`config.mk`:
```
export PLATFORM = sky130hd
export DESIGN_NAME = alu_ex_stage
export DESIGN_NICKNAME = d
export VERILOG_FILES = /design/src/rtl/alu_ex_stage.sv
export SDC_FILE = /design/constraint.sdc
export NUM_CORES = 1
export LEC_CHECK = 0
export BUFFER_PORTS_ARGS = -buffer_cell sky130_fd_sc_hd__buf_2
export CAP_MARGIN = 15
export CORE_MARGIN = 2
export CORE_UTILIZATION = 50
export CTS_BUF_LIST = sky130_fd_sc_hd__clkbuf_8 sky130_fd_sc_hd__clkbuf_16
export DETAILED_ROUTE_END_ITERATION = 6
export GPL_TIMING_DRIVEN = 0
export HOLD_SLACK_MARGIN = 0.08
export PLACE_DENSITY = 0.81
export SLEW_MARGIN = 20
export SYNTH_ARGS = -nofsm -noshare
export SYNTH_HDL_FRONTEND = slang
export SYNTH_SLANG_ARGS = --single-unit
```
`constraint.sdc`:
```
create_clock -name clk -period 2.4 [get_ports clk]
set_clock_uncertainty 0.2 [all_clocks]
set_input_delay 0.12 -clock clk [delete_from_list [all_inputs] [get_ports clk]]
set_output_delay 0.12 -clock clk [all_outputs]
set_load 0.01 [all_outputs]
```
`src/rtl/alu_ex_stage.sv`:
```
// Execute stage around an external ALU: holds the ID/EX register, builds the
// ALU operands (register data, extended immediate, one-hop forwarding from
// EX/MEM) and registers the ALU result into EX/MEM with valid/ready on both
// sides and a synchronous flush.
module alu_ex_stage #(
  parameter int unsigned DW = 32,
  parameter int unsigned AW = 5
) (
  input  logic          clk,
  input  logic          resetn,
  input  logic          flush,
  input  logic          in_valid,
  output logic          in_ready,
  input  logic [AW-1:0] in_rs_addr,
  input  logic [AW-1:0] in_rt_addr,
  input  logic [DW-1:0] in_rs_data,
  input  logic [DW-1:0] in_rt_data,
  input  logic [15:0]   in_imm16,
  input  logic          in_use_imm,
  input  logic          in_sign_ext,
  input  logic [5:0]    in_alu_op,
  input  logic          in_wreg,
  input  logic [AW-1:0] in_waddr,
  output logic [DW-1:0] alu_a,
  output logic [DW-1:0] alu_b,
  output logic [5:0]    alu_op,
  input  logic [DW-1:0] alu_y,
  output logic          out_valid,
  input  logic          out_ready,
  output logic [DW-1:0] out_result,
  output logic          out_wreg,
  output logic [AW-1:0] out_waddr
);

  // ID/EX register
  logic          r_s1_valid;
  logic [AW-1:0] r_s1_rs_addr;
  logic [AW-1:0] r_s1_rt_addr;
  logic [DW-1:0] r_s1_rs_data;
  logic [DW-1:0] r_s1_rt_data;
  logic [DW-1:0] r_s1_ext;
  logic          r_s1_use_imm;
  logic [5:0]    r_s1_alu_op;
  logic          r_s1_wreg;
  logic [AW-1:0] r_s1_waddr;

  // EX/MEM register
  logic          r_s2_valid;
  logic [DW-1:0] r_out_result;
  logic          r_out_wreg;
  logic [AW-1:0] r_out_waddr;

  logic          w_s2_adv;
  logic          w_accept;
  logic          w_fwd_rs;
  logic          w_fwd_rt;
  logic [DW-1:0] w_ext;

  assign w_s2_adv = r_s1_valid & (~r_s2_valid | out_ready);
  // Flush forces ready so decode never stalls on an op that is about to be dropped.
  assign in_ready = flush | ~r_s1_valid | w_s2_adv;
  assign w_accept = in_valid & in_ready & ~flush;

  assign out_valid  = r_s2_valid;
  assign out_result = r_out_result;
  assign out_wreg   = r_out_wreg;
  assign out_waddr  = r_out_waddr;

  // Immediate extension, resolved at acceptance time
  always_comb begin
    w_ext = {{(DW-16){in_sign_ext & in_imm16[15]}}, in_imm16};
  end

  // Operand formation with forwarding from EX/MEM; register 0 is never forwarded
  always_comb begin
    w_fwd_rs = r_s2_valid & r_out_wreg & (r_out_waddr != '0) &
               (r_out_waddr == r_s1_rs_addr);
    w_fwd_rt = r_s2_valid & r_out_wreg & (r_out_waddr != '0) &
               (r_out_waddr == r_s1_rt_addr) & ~r_s1_use_imm;
    alu_a    = w_fwd_rs ? r_out_result : r_s1_rs_data;
    alu_b    = r_s1_use_imm ? r_s1_ext : (w_fwd_rt ? r_out_result : r_s1_rt_data);
    alu_op   = r_s1_alu_op;
  end

  // ID/EX capture: latch fields on accept, empty when the op moves on
  always_ff @(posedge clk or negedge resetn) begin
    if (!resetn) begin
      r_s1_valid   <= 1'b0;
      r_s1_rs_addr <= '0;
      r_s1_rt_addr <= '0;
      r_s1_rs_data <= '0;
      r_s1_rt_data <= '0;
      r_s1_ext     <= '0;
      r_s1_use_imm <= 1'b0;
      r_s1_alu_op  <= '0;
      r_s1_wreg    <= 1'b0;
      r_s1_waddr   <= '0;
    end else if (flush) begin
      r_s1_valid <= 1'b0;
    end else if (w_accept) begin
      r_s1_valid   <= 1'b1;
      r_s1_rs_addr <= in_rs_addr;
      r_s1_rt_addr <= in_rt_addr;
      r_s1_rs_data <= in_rs_data;
      r_s1_rt_data <= in_rt_data;
      r_s1_ext     <= w_ext;
      r_s1_use_imm <= in_use_imm;
      r_s1_alu_op  <= in_alu_op;
      r_s1_wreg    <= in_wreg;
      r_s1_waddr   <= in_waddr;
    end else if (w_s2_adv) begin
      r_s1_valid <= 1'b0;
    end
  end

  // EX/MEM capture: register ALU result on advance, drain on consume
  always_ff @(posedge clk or negedge resetn) begin
    if (!resetn) begin
      r_s2_valid   <= 1'b0;
      r_out_result <= '0;
      r_out_wreg   <= 1'b0;
      r_out_waddr  <= '0;
    end else if (flush) begin
      // Result and address are left as-is; clearing wreg alone stops forwarding.
      r_s2_valid <= 1'b0;
      r_out_wreg <= 1'b0;
    end else if (w_s2_adv) begin
      r_s2_valid   <= 1'b1;
      r_out_result <= alu_y;
      r_out_wreg   <= r_s1_wreg;
      r_out_waddr  <= r_s1_waddr;
    end else if (r_s2_valid & out_ready) begin
      r_s2_valid <= 1'b0;
    end
  end

endmodule

```
Yosys cells after proc, flatten, opt, wreduce, memory -nomap -nowiden
Index checks and enable logic that the tools add are counted.
{"block": "classes", "n_eq_ne": 2, "n_mux": 11, "n_bitwise": 17, "n_reduce_logical": 6}
{"cell": "32-bit two-way mux", "count": 3}
{"cell": "1-bit AND", "count": 10}
{"cell": "5-bit == test", "count": 2}
{"cell": "1-bit two-way mux", "count": 8}
{"cell": "3-bit nonzero test", "count": 2}
{"cell": "5-bit nonzero test", "count": 1}
{"cell": "1-bit NOT", "count": 4}
{"cell": "2-bit AND reduction", "count": 2}
{"cell": "1-bit bitwise OR", "count": 3}
{"cell": "2-bit nonzero test", "count": 1}
{"block": "totals", "regBits": 144, "inputBits": 141, "out_inout_bits": 110, "word_cells": 50}

Longest topological paths before layout
Gate-level depths: netlist of the first run.
{"block": "logic_depth", "word_depth": 8, "ltp_mapped": 6, "ltp_nobuf": 4}

Least setup slack after synthesis of the first run
Ideal clock, no wire load.
{"block": "synth_timing", "path_kind": "flip-flop to output port", "from": "register r_out_waddr[1] (netlist: out_waddr[1])", "to": "output alu_b[19]", "arrival_time_ps": 1928, "required_time_ps": 2080, "setup_slack_ps": 152, "stages_incl_launch_ff": 6, "n_path_buf": 1, "path_cell_list": "dfrtp_1 -> or4_4 -> o211ai_4 -> nor3_2 -> buf_2 -> o311a_1"}
{"block": "synth_via", "elab_chain_cells": 6, "elab_cells_between_ends": 7, "classes_between": "eq/ne: 1; mux: 2; bitwise: 3; reduce/logical: 1"}
{"element": "start: declaration", "line_no": "51", "source": "logic [AW-1:0] r_out_waddr;"}
{"element": "start signal: assignment", "line_no": "131", "source": "r_out_waddr <= r_s1_waddr;"}
{"element": "5-bit nonzero test", "line_no": "78", "source": "w_fwd_rt = r_s2_valid & r_out_wreg & (r_out_waddr != '0) &"}
{"element": "1-bit AND", "line_no": "78"}
{"element": "1-bit AND *", "line_no": "78"}
{"element": "1-bit AND *", "line_no": "79", "source": "(r_out_waddr == r_s1_rt_addr) & ~r_s1_use_imm;"}
{"element": "32-bit two-way mux * (2 in a row)", "line_no": "81", "source": "alu_b = r_s1_use_imm ? r_s1_ext : (w_fwd_rt ? r_out_result : r_s1_rt_data);"}
{"element": "end: declaration", "line_no": "25", "source": "output logic [DW-1:0] alu_b,"}
Mark *: on every way between the ends. The rest lies on a longest branch, timed or not.

Final worst setup path of the first run
{"block": "layout_timing", "from": "register r_out_waddr[1] (netlist: out_waddr[1])", "to": "output alu_b[8]"}
Same word-level chain as after synthesis.

==> results of run 1 <==
cells by family after synthesis:
logic type      count (synthesis)
mux                           173
flops                         144
compound gates                 68
simple gates                   67
buf+inv                        42
xor+xnor                       10
state kept, by name, summed over array words and instances (netlist names), 5 cells and up:
register / count
alu_op: 6
r_s1_rs_data: 32
r_s1_rt_addr: 5
r_s1_rs_addr: 5
out_result: 32
r_s1_ext: 17
out_waddr: 5
r_s1_waddr: 5
r_s1_rt_data: 32
worst max path at each step:
stage	to	slack, ns	from	cells past startpoint
finish	alu_b[8]	-0.76	out_waddr[1]	6
global route	alu_b[8]	-0.83	out_waddr[1]	6
CTS	alu_a[30]	-0.46	out_waddr[3]	8
detailed placement	r_s1_rs_data[6]	-0.37	out_valid	5
global placement	out_result[13]	-0.91	resetn	1
floorplan	alu_b[19]	0.15	out_waddr[1]	5
cell usage in the layout (no fill, tap or decap), types with 12 or more instances in the layout:
cell           Yosys  layout
a21oi_1           17      16
buf_2             11     228
buf_4              0      19
buf_6              3      37
clkbuf_1          27      12
clkbuf_16          0      18
dfrtp_1          144     140
dlygate4sd3_1      0     142
mux2_2           142     141
mux2_4            30      31
nand4_1           16      16
nor2_1            20      19
nor2b_1           18      18
o311a_1           16      16
area by class of cell:
cell class | count | share of cell area, %
plain buffers | 40 | 2.36
repair buffers | 412 | 27.9
diodes | 1 | 0.0226
clock inverters | 12 | 1.94
clock buffers | 18 | 3.97
multi-input cells | 318 | 29.2
inverters | 1 | 0.0339
flip-flops and latches | 144 | 32.6
well taps | 176 | 1.99
repair_timing:
| action | in CTS | in global routing |
|---|---|---|
| cloned | 0 | 1 |
| hold endpoints to repair | 283 | 0 |
| resized for setup | 60 | 53 |
| buffers inserted | 13 | 6 |
| pin swaps | 4 | 4 |
| hold buffers | 142 | 0 |
| endpoints found under the setup margin | 168 | 146 |
routing by layer:
layer,track usage [%],vias up
met4,17.9,0
met3,9.02,127
met2,60.8,487
li1,-,2738
met5,0,-
met1,37.8,3316
through the flow:
| stage | setup WS, ns | hold slack (ns) |
|---|---|---|
| after detailed placement | -0.374 | -0.123 |
| final | -0.758 | 0.252 |
| after global placement | -0.908 | 0.131 |
| after floorplan | 0.152 | -0.376 |
| after global routing | -0.825 | 0.257 |
| after CTS | -0.464 | 0.237 |
worst min-delay path, cell delays in order:
cell           delay [ns]
dlygate4sd3_1        0.51
buf_2                0.09
mux2_2               0.13
power groups by stage:
stage	sequential (uW)	clock (uW)	combinational [uW]
floorplan	3200	0	1190
global placement	3200	0	1970
detailed placement	3230	0	2030
CTS	3190	3000	2420
global route	3300	3120	2850
finish	3260	3010	2710
==> metrics.csv, run 1 <==
metric,value,unit
Syn Nets,645,
hold path start,in_rs_data[1],
PortBufs,250,
worst-margin pin slew,0.711,ns
Slew Limit Fails,0,
Synth top area share,52.4,%
"Reg clk slew, reported paths",0.06,ns
clk sink count,144,
Reg2Reg Depth,5,
core area,0.0133,sq mm
Overall Power,8980,uW
storage element area,0.00361,sq mm
"Avg Cell Area, Syn",13.6,sq um
largest family of logic cells by synthesized area,multiplexers,
DR iter-0 viols,736,
Leakage,0.00501,uW
met2 WL,13700,um
Clock Latency Late Sink,0.43,ns
P&R area growth vs syn,61.1,%
mapped cell area,0.00687,sq mm
CTS buffer count,17,
pwr dens,811,mW/mm^2
vias per cell,5.94,
Reg power frac,36.3,%
Clock Tree Buf Depth,2,
via count,6668,
Nets,1075,
setup_tns,-26.38,ns
fin cells,1122,
crit-path max cell delay,0.57,ns
met3 wire len,2280,um
register area share after synthesis,52.4,%
routability congestion estimate from global placement,0.849,
worst rel slew slack,52.6,%
Worst path top cell family by delay,compound AO/OA/AOI/OAI gates,
WL/cell,24.0,um
CTS tree,done,
Total GRT Usage,34.4,%
fmax,0.317,GHz
"Core Util, Final",82.9,%
worst r2r src,out_valid,
largest area contributor in the netlist,dfrtp_1,
hold depth,3,
Post-Synth XOR/XNOR Area,1.27,%
mux contribution to synthesized area,30.0,%
Post-synth ARST share,100,%
die width,121,um
Max Used Layer,met4,
# H-tree levels,4,
share of cells above drive strength 1,56.2,%
Final WS setup,-0.758,ns
Compound-Gate Fraction of Synth Area,7.88,%
area of the multi-input gates,0.00323,sq mm
initial antenna violation count,1,
CP Buf/Inv Count,2,
worst vdd ir,720,uV
global-route wire length before repair,38000,um
fin crit share,132,%
type of destination of the critical path,output pin,
placed cell area,0.00838,sq mm
IO Pins,251,
Worst path slowest cell,or4_4,
CP Max Fanout,10,
startpoint types,flip-flop,
Synth top cells by count,"dfrtp_1 (144), mux2_2 (142), mux2_4 (30), clkbuf_1 (27), nor2_1 (20)",
switching share of power,31.6,%
placed cell count,931,
Synth Flop Type,dfrtp_1,
pin count of the biggest net entering global routing,88,
Pre-antenna DRT Iters,5,
Fillers,642,
post-route design area,0.0111,sq mm
detailed-route DRC error count,0,
total congestion overflow,0,
number of flops mapped to enable cells by yosys,0,
Int Pwr,6140,uW
Metal-1 WL,9450,um
"count leader, synth",dfrtp_1,
Fin. Hold Viols,0,
worst hold-check path type,input port to flip-flop,
Clock Tree Root,clkbuf_16,
simple-gate portion of the synthesized area,5.63,%
synth top area cells,"dfrtp_1 (52%), mux2_2 (23%), mux2_4 (6.6%), o311a_1 (2.3%), a41oi_1 (2.0%)",
Cell variety after synth,30,
Crit Path Category,flip-flop to output pin,
CP required,2.08,ns
total number of yosys warnings,0,
vias in the first global route,7013,
critical path arrival,2.84,ns
post-synthesis cell count,504,
reg2reg setup slack,0.06,ns
min Tclk post-route,3.16,ns
#FFs+latches synth,144,
status,finished with violations,
Starting Density,51.5,%
max_cap viols,0,
area share of fa/ha/maj cells after synthesis,0,%
failing checks,setup timing,
chip height,121,um
clock group share of total power,33.5,%
Hold EP,r_s1_rs_data[1],
combinational group share of total power,30.2,%
Die ar.,0.0147,sq mm
crit-path cells,or4_4 -> o211a_2 -> buf_4 -> a41oi_1 -> a21oi_1 -> buf_2,
switching pwr,2840,uW
final WL,26900,um
FP Rows,42,
Crit Reg-Reg Endpoint,r_s1_ext[7],
RSZ-0062 raised after global routing,true,
# setup viols final,64,
final HPWL from detailed placement,14100,um
post-route ant nets,0,
Power figures use the tool's default switching activity.
==> inputs of run 2 (changes only) <==
--- a/config.mk
+++ b/config.mk
@@ -13,8 +13,10 @@
 export DETAILED_ROUTE_END_ITERATION = 6
 export GPL_TIMING_DRIVEN = 0
 export HOLD_SLACK_MARGIN = 0.08
+export MAX_ROUTING_LAYER = met4
 export PLACE_DENSITY = 0.81
 export SLEW_MARGIN = 20
 export SYNTH_ARGS = -nofsm -noshare
 export SYNTH_HDL_FRONTEND = slang
 export SYNTH_SLANG_ARGS = --single-unit
+export TNS_END_PERCENT = 30
==> metrics.csv, run 2 (synthesis results as in run 1) <==
metric,value,unit,change
Reg power frac,37.0,%,+0.7 points
min Tclk post-route,3.04,ns,-0.118 ns
final WL,28700,um,+6.6%
met3 GRT Util,8.36,%,-0.66 points
Hold EP,out_valid,,
share of cells above drive strength 1,57.4,%,+1.2 points
worst-margin pin slew,1.06,ns,+0.351 ns
Fin. Hold Viols,0,,unchanged
placed cell count,931,,unchanged
switching pwr,3030,uW,+6.6%
P&R area growth vs syn,64.2,%,
fin crit share,127,%,-4.9 points
post-route design area,0.0113,sq mm,+1.9%
vias in the first global route,7200,,+2.7%
Clock Tree Root,clkbuf_16,,
Starting Density,51.5,%,unchanged
global-route wire length before repair,38800,um,+2.1%
via count,6878,,+3.1%
Slew Limit Fails,0,,unchanged
Crit Path Category,flip-flop to output pin,,
# H-tree levels,4,,unchanged
worst vdd ir,592,uV,-18%
Pre-antenna DRT Iters,6,,+1
PortBufs,250,,unchanged
placed cell area,0.00838,sq mm,unchanged
Clock Latency Late Sink,0.43,ns,about the same
type of destination of the critical path,output pin,,
failing checks,setup timing,,
met2 Use GR,63.0,%,+2.2 points
Die ar.,0.0147,sq mm,unchanged
CP Max Fanout,10,,unchanged
Nets,1080,,+0.47%
status,finished with violations,,
FP Rows,42,,unchanged
routability congestion estimate from global placement,0.855,,+0.80%
DR iter-0 viols,748,,+1.6%
Int Pwr,5810,uW,-5.4%
CTS buffer count,17,,unchanged
core area,0.0133,sq mm,unchanged
vias per cell,6.08,,+2.3%
Crit Reg-Reg Endpoint,out_result[14],,
pwr dens,783,mW/mm^2,-3.4%
startpoint types,flip-flop,,
RSZ-0062 raised after global routing,true,,
fmax,0.329,GHz,+3.9%
die width,121,um,unchanged
combinational group share of total power,32.9,%,+2.7 points
initial antenna violation count,3,,+2
final HPWL from detailed placement,14000,um,-0.61%
DP Worst Slack,-0.417,ns,-0.0436 ns
clock group share of total power,30.2,%,-3.3 points
clk sink count,144,,unchanged
switching share of power,34.3,%,+2.6 points
fin cells,1131,,+0.80%
Reg2Reg Depth,5,,unchanged
post-route ant nets,0,,unchanged
Final WS setup,-0.641,ns,+0.118 ns
hold path start,flush,,
max_cap viols,0,,unchanged
critical path arrival,2.72,ns,-0.12 ns
worst r2r src,out_valid,,
Total GRT Usage,36.2,%,+1.9 points
hold depth,3,,unchanged
"Reg clk slew, reported paths",0.06,ns,about the same
total congestion overflow,0,,unchanged
CTS tree,done,,
# setup viols final,64,,unchanged
worst hold-check path type,input port to flip-flop,,
CP required,2.08,ns,about the same
pin count of the biggest net entering global routing,88,,unchanged
most frequent cells in the layout,"buf_2 (220), dfrtp_1 (142), dlygate4sd3_1 (142), mux2_2 (141), buf_6 (49)",,
WL/cell,25.4,um,+5.7%
worst rel slew slack,29.2,%,-23 points
detailed-route DRC error count,0,,unchanged
GRT Max-Usage Layer,met2,,
reg2reg setup slack,0.09,ns,+0.03 ns
Clock Tree Buf Depth,2,,unchanged
chip height,121,um,unchanged
Leakage,0.00504,uW,+0.61%
IO Pins,251,,unchanged
"most common cell after layout, fill and taps aside",buf_2,,
routing usage on met1,38.4,%,+0.60 points
"Core Util, Final",84.6,%,+1.6 points
[run 2: cell count changes in the layout (fill, tap and decap cells not counted), sizes merged]
cell	change
bufinv	-4
diode	+3
clkinvlp	+5
clkbuf	+2
buf	+3
[run 2: timing repair]
action | CTS | global route
resized for setup | 75 | 71
endpoints found under the setup margin | 168 | 71
hold endpoints to repair | 283 | 0
cloned | 3 | 2
hold buffers | 142 | 0
pin swaps | 7 | 21
buffers inserted | 16 | 2
[run 2: cell type report]
class / count / area [sq um]
Fill cell: 591 / 2060
Antenna cell: 4 / 10.0
Clock buffer: 18 / 439
Buffer: 41 / 267
Sequential cell: 144 / 3610
Timing Repair Buffer: 416 / 3240
Inverter: 1 / 3.75
Tap cell: 176 / 220
Multi-Input combinational cell: 318 / 3360
Clock inverter: 13 / 140
[run 2: power by group through the flow]
stage / Combinational, uW / Sequential, uW / Clock (uW)
after floorplan: 1190 / 3200 / 0
after global placement: 1970 / 3200 / 0
after detailed placement: 2030 / 3230 / 0
after CTS: 2470 / 3180 / 2620
after global routing: 3020 / 3300 / 2760
final: 2910 / 3270 / 2670
[run 2: worst max-delay path by stage]
stage	start	endpoint	slack (ns)	cells past startpoint
after global placement	resetn	out_result[13]	-0.92	1
after detailed placement	out_valid	r_s1_rs_data[2]	-0.42	5
after global routing	r_s1_use_imm	alu_b[11]	-0.59	5
after CTS	out_waddr[2]	alu_b[23]	-0.38	7
after floorplan	out_waddr[1]	alu_b[19]	0.15	5
final	r_s1_use_imm	alu_b[11]	-0.64	5
[run 2: per-layer routing]
layer  vias up  part of all wire, %
li1       2752                    -
met4         0                  6.3
met3       197                  8.4
met1      3371                   35
met2       558                   51
met5         -                    0
[run 2: stage by stage]
stage / total power, uW / hold slack, ns / TNS [ns]
6_report: 8840 / 0.257 / -26.00
5_1_grt: 9090 / 0.260 / -28.77
4_1_cts: 8270 / 0.249 / -21.98
3_5_place_dp: 5260 / -0.120 / -28.07
3_3_place_gp: 5170 / 0.131 / -156.23
2_1_floorplan: 4380 / -0.376 / 0
[run 2: critical path, stage by stage, from the launching register on]
cell and delay [ns]:
dfrtp_1 0.39, clkbuf_1 0.41, clkbuf_1 0.84, a41oi_2 0.11
a21oi_1 0.33, buf_2 0.21
